**config.mk**
```make
export PLATFORM = sky130hd
export DESIGN_NAME = pc_sequencer
export DESIGN_NICKNAME = d
export VERILOG_FILES = /design/src/rtl/pc_pkg.sv /design/src/rtl/return_addr_stack.sv /design/src/rtl/pc_sequencer.sv
export SDC_FILE = /design/constraint.sdc
export NUM_CORES = 1
export LEC_CHECK = 0
export ABC_AREA = 1
export BUFFER_PORTS_ARGS = -buffer_cell sky130_fd_sc_hd__buf_2
export CORE_ASPECT_RATIO = 1.75
export CORE_MARGIN = 4
export CORE_UTILIZATION = 56
export CTS_BUF_LIST = sky130_fd_sc_hd__clkbuf_4 sky130_fd_sc_hd__clkbuf_8
export DETAILED_ROUTE_END_ITERATION = 10
export PLACE_DENSITY = 0.79
export SLEW_MARGIN = 20
export SYNTH_ARGS = -nofsm -noshare
export SYNTH_HDL_FRONTEND = slang
export SYNTH_SLANG_ARGS = --single-unit
export TNS_END_PERCENT = 10
```
**constraint.sdc**
```tcl
create_clock -name Clk -period 4.55 [get_ports Clk]
set_input_delay 0.455 -clock Clk [delete_from_list [all_inputs] [get_ports Clk]]
set_output_delay 0.455 -clock Clk [all_outputs]
set_load 0.05 [all_outputs]
```
**src/rtl/pc_pkg.sv**
```systemverilog
// Shared definitions for the program-counter sequencer and its return-address stack.
package pc_pkg;

  // Halt FSM encoding
  typedef enum logic [0:0] {
    ST_RUN    = 1'b0,
    ST_HALTED = 1'b1
  } pc_state_e;

  // Default RAS depth and the matching pointer width
  localparam int unsigned STACK_DEPTH = 4;
  localparam int unsigned PTR_W       = $clog2(STACK_DEPTH);

  // Pointer width for an arbitrary depth; a depth of one still needs one bit
  function automatic int unsigned ptr_width(input int unsigned depth);
    return (depth > 1) ? $clog2(depth) : 1;
  endfunction

endpackage

```
**src/rtl/return_addr_stack.sv**
```systemverilog
// Circular LIFO of return addresses. A push into a full stack overwrites the
// oldest entry, so the most recent StackDepth calls are always retained.
module return_addr_stack
  import pc_pkg::*;
#(
  parameter int unsigned DataWidth  = 16,
  parameter int unsigned StackDepth = STACK_DEPTH
) (
  input  logic                 clk,
  input  logic                 reset,
  input  logic                 push,
  input  logic                 pop,
  input  logic [DataWidth-1:0] push_data,
  output logic [DataWidth-1:0] top,
  output logic                 empty,
  output logic                 full,
  output logic                 overflow,
  output logic                 underflow
);

  localparam int unsigned PtrW = ptr_width(StackDepth);
  localparam int unsigned CntW = PtrW + 1;
  localparam logic [CntW-1:0] DepthC = CntW'(StackDepth);

  logic [DataWidth-1:0] mem [StackDepth];
  logic [PtrW-1:0]      wr_ptr;
  logic [PtrW-1:0]      top_ptr;
  logic [CntW-1:0]      count;

  // wr_ptr always names the next free slot; it wraps because depth is a power of two
  assign top_ptr = wr_ptr - PtrW'(1);
  assign top     = mem[top_ptr];
  assign empty   = (count == '0);
  assign full    = (count == DepthC);

  // Pointer, occupancy and sticky error flags; pop is given precedence if both arrive
  always_ff @(posedge clk) begin
    if (reset) begin
      wr_ptr    <= '0;
      count     <= '0;
      overflow  <= 1'b0;
      underflow <= 1'b0;
    end else if (pop) begin
      if (empty) begin
        underflow <= 1'b1;
      end else begin
        wr_ptr <= wr_ptr - PtrW'(1);
        count  <= count - CntW'(1);
      end
    end else if (push) begin
      wr_ptr <= wr_ptr + PtrW'(1);
      if (full) begin
        overflow <= 1'b1;
      end else begin
        count <= count + CntW'(1);
      end
    end
  end

  // Entry storage; reset only clears occupancy, stale data is never visible
  always_ff @(posedge clk) begin
    if (!reset && push && !pop) begin
      mem[wr_ptr] <= push_data;
    end
  end

endmodule

```
**src/rtl/pc_sequencer.sv**
```systemverilog
// IF-stage program counter: owns the PC register, the RUN/HALTED state machine
// and the return-address stack used by call/return redirects.
//
//   state     | meaning
//   ----------+------------------------------------------------------------
//   ST_RUN    | PC advances or redirects according to request priority
//   ST_HALTED | PC frozen; only PCOverwrite or Resume have any effect
module pc_sequencer
  import pc_pkg::*;
#(
  parameter int unsigned DataWidth   = 16,
  parameter int unsigned ResetVector = 0,
  parameter int unsigned Increment   = 1,
  parameter int unsigned StackDepth  = STACK_DEPTH
) (
  input  logic                 Clk,
  input  logic                 Reset,
  input  logic                 Stall,
  input  logic                 Halt,
  input  logic                 Resume,
  input  logic                 TakeBranch,
  input  logic [DataWidth-1:0] BranchTarget,
  input  logic                 TakeJump,
  input  logic                 Call,
  input  logic [DataWidth-1:0] JumpTarget,
  input  logic                 Return,
  input  logic                 PCOverwrite,
  input  logic [DataWidth-1:0] OverwriteAddress,
  output logic [DataWidth-1:0] PC,
  output logic [DataWidth-1:0] PCPlusOne,
  output logic                 Halted,
  output logic                 StackEmpty,
  output logic                 StackFull,
  output logic                 StackOverflow,
  output logic                 StackUnderflow
);

  localparam logic [DataWidth-1:0] ResetPc = DataWidth'(ResetVector);
  localparam logic [DataWidth-1:0] IncStep = DataWidth'(Increment);

  pc_state_e            state, state_next;
  logic [DataWidth-1:0] pc_next;
  logic                 ras_push;
  logic                 ras_pop;
  logic [DataWidth-1:0] ras_top;

  return_addr_stack #(
    .DataWidth (DataWidth),
    .StackDepth(StackDepth)
  ) u_ras (
    .clk      (Clk),
    .reset    (Reset),
    .push     (ras_push),
    .pop      (ras_pop),
    .push_data(PCPlusOne),
    .top      (ras_top),
    .empty    (StackEmpty),
    .full     (StackFull),
    .overflow (StackOverflow),
    .underflow(StackUnderflow)
  );

  // State and PC register
  always_ff @(posedge Clk) begin
    if (Reset) begin
      state <= ST_RUN;
      PC    <= ResetPc;
    end else begin
      state <= state_next;
      PC    <= pc_next;
    end
  end

  // Request arbitration: next state, next PC and the winning stack operation
  always_comb begin
    state_next = state;
    pc_next    = PC;
    ras_push   = 1'b0;
    ras_pop    = 1'b0;
    unique case (state)
      ST_RUN: begin
        if (PCOverwrite) begin
          pc_next = OverwriteAddress;
        end else if (TakeBranch) begin
          pc_next = BranchTarget;
        end else if (Stall) begin
          pc_next = PC;
        end else if (Return) begin
          // an empty stack holds PC; the pop still flags the underflow
          ras_pop = 1'b1;
          if (!StackEmpty) begin
            pc_next = ras_top;
          end
        end else if (TakeJump) begin
          pc_next  = JumpTarget;
          ras_push = Call;
        end else if (Halt) begin
          state_next = ST_HALTED;
        end else begin
          pc_next = PCPlusOne;
        end
      end
      ST_HALTED: begin
        if (PCOverwrite) begin
          state_next = ST_RUN;
          pc_next    = OverwriteAddress;
        end else if (Resume) begin
          state_next = ST_RUN;
        end
      end
      default: begin
        state_next = ST_RUN;
      end
    endcase
  end

  // Outputs derived from the registered state
  always_comb begin
    PCPlusOne = PC + IncStep;
    Halted    = (state == ST_HALTED);
  end

endmodule

```
==> flow_summary_export.csv <==
group,metric,value,unit
floorplanning,die_h,132,um
cells_and_area,final_cell_mix,"219 x nand2_1, 97 x nor2_1, 94 x buf_2",
cts,htree_levels,3,
floorplanning,initial_core_util,58.0,%
cts,clock-sinks,88,
setup_path,worstSetupEndpointType,"flip-flop",
setup_path,path_max_fanout,41,
synthesis,syn_inst,650,
setup_path,path_cells,"buf_4 -> inv_1 -> ha_1 -> inv_1 -> nor2_1 -> o21ai_0 -> o21ai_0 -> nand2_1 -> nand2_1 -> nand2_1 -> a21oi_1",
drt,wl,13.2,mm
setup_path,arrival,3.56,ns
placement,pre_cts_slack,1.34,ns
timing,fin_crit_sh,71.9,%
placement,place.port_buffers,94,
timing,min_period,3.27,ns
setup_path,slowest_stage,"ha_1",
cells_and_area,antenna_cells,0,
timing,setup_violations,0,
synthesis,synth_cell_types,34,
cts,cts.repair.resized,0,
setup_path,crit_type,"flip-flop to flip-flop",
timing,fin_skew,0.00927,ns
timing,slew-limit-headroom,41.1,%
cells_and_area,area_growth,14.7,%
cts,numCtsBuffers,9,
drt,wl_per_cell,15.4,um
synthesis,synthTopCellsByArea,"edfxtp_1 39%, nand2_1 17%, dfxtp_1 9.8%",
synthesis,synth_top_area_share,39.3,%
timing,fmax,0.306,GHz
grt,grt.total_usage,26.4,%
drt,drt_iter0_drc,387,
timing,setup_ws,1.28,ns
cts,clkLatencyLatePin,0.36,ns
cts,clock_path_buffers,2,
timing,hold_violations,0,
synthesis,synthArstFlopShare,0,%
cts,root_buffer,"clkbuf_8",
synthesis,yosysSeqAreaShare,49.1,%
cells_and_area,final_common_cell,"nand2_1",
cts,post_cts_buffers,0,
pwr,worst_ir_drop_vdd,0.172,mV
job,maxCapViolCount,0,
synthesis,syn-mean-instance-area,7.52,um2
setup_path,cp-start-kind,"flip-flop",
floorplanning,dieArea,10300,um2
cts,hold_buffers,0,
cts,cts_tree,"yes",
synthesis,syn-cell-area,4890,um2
setup_path,max_stage_delay,0.97,ns
floorplanning,io_pins,95,
grt,grt_max_degree,42,
pwr,powerDensity,320,nW/um2
synthesis,yosys.area.top_type,"edfxtp_1",
grt,gr-total-overflow,0,
outcome,run_status,"completed",
synthesis,yosysWarnings,0,
cells_and_area,nNetsFinal,801,
timing,worst_pin_slew,0.883,ns
placement,gp_congestion,0.916,
setup_path,worst_ep_required_time,4.84,ns
setup_path,cpLargestDelayFamily,"buffers and inverters",
floorplanning,coreArea,8420,um2
setup_path,crit_buf_inv,3,
grt,antenna_found_initial,0,
timing,slew_violations,0,
setup_path,path_common_cell,"nand2_1",
drt,dr.pass1.iters,7,
cts,cts.clk_slew.worst_paths,0.09,ns
synthesis,synth_seq_cells,88,
pwr,power,1.80,mW
grt,first_global_vias,4404,
floorplanning,die_w,78.6,um
drt,viasPerCell,5.23,
timing,rsz0062_at_grt,"no",
placement,hpwl,10.1,mm
timing,fin_tns_setup,0,ns
drt,vias,4480,
synthesis,ys.flop_type,"edfxtp_1",
timing,finalHoldWorstSlack,0.379,ns
synthesis,synth_edf_count,64,
synthesis,synth_nets,714,
pwr,p_leak,2.69,nW
cells_and_area,drive_above_1_share,17.8,%
hold_path,hp-class,"input port to flip-flop",
drt,drc,0,
floorplanning,rows,44,
drt,drtAntennaViolNets,0,
grt,grt_pass1_wl,21.3,mm
placement,placed_area,5430,um2
cells_and_area,final_area,5610,um2
## registers in the layout, indices dropped and copies added, names as in the netlist
signal           flops
Halted               1
PC                  16
u_ras.count          3
u_ras.mem           64
u_ras.overflow       1
u_ras.underflow      1
u_ras.wr_ptr         2
## cell usage after synthesis (7+ instances only)
master and number:
edfxtp_1 64, inv_1 76, nand2_1 219, nor2_1 98
a21oi_1 29, nand3_1 53, o21ai_0 28, buf_2 7
clkbuf_1 10, dfxtp_1 24
## kinds of logic (layout without fill, tap and decap cells)
kind of cell,after synthesis,in the layout,synth area share (%)
and+or+nand+nor,390,390,34.0
buffers and inverters,104,196,8.55
DFF,88,88,49.1
AOI/OAI and AO/OA,61,61,6.48
adders and majority gates,6,6,1.69
xor gates and xnor gates,1,1,0.179
## worst reg2reg max path, cell delays in order (launching register included)
cell	delay [ns]
dfxtp_1	0.31
buf_4	0.34
inv_1	0.49
ha_1	0.98
inv_1	0.39
nor2_1	0.17
o21ai_0	0.09
o21ai_0	0.12
nand2_1	0.08
nand2_1	0.06
nand2_1	0.05
a21oi_1	0.11
## power breakdown
group          total (mW)  internal [mW]  switching, mW
clock               0.501          0.225          0.275
sequential          0.908          0.885         0.0230
combinational       0.388         0.0991          0.289
## stage by stage
step           util, %  cells
3_3_place_gp      64.4    841
2_1_floorplan        -    650
4_1_cts           66.6    857
5_1_grt           66.6    857
6_report          66.6    857
3_5_place_dp      64.4    841
## routing by layer
metal / up-vias / wire, um / track usage (%)
li1: 2238 / - / -
met1: 2009 / 5100 / 32.5
met2: 205 / 6720 / 45.2
met3: 28 / 932 / 3.36
met4: 0 / 437 / 12.5
met5: - / 0 / 0
## path summary, 6_finish.rpt
check | depth (start not counted) | start | slack (ns) | to
hold / removal | 3 | Resume | 0.38 | Halted
hold reg to reg | 2 | u_ras.overflow | 0.48 | u_ras.overflow
setup reg to reg | 11 | u_ras.wr_ptr[0] | 1.28 | PC[0]
setup / recovery | 11 | u_ras.wr_ptr[0] | 1.28 | PC[0]
## area by class of cell
cell class / count / area [um2]
Fill cell: 742 / 2820
Sequential cell: 88 / 2400
Multi-Input combinational cell: 458 / 2070
Timing Repair Buffer: 98 / 500
Inverter: 82 / 308
Clock buffer: 12 / 153
Tap cell: 115 / 144
Clock inverter: 4 / 30.0
(Power assumes the default switching activity.)
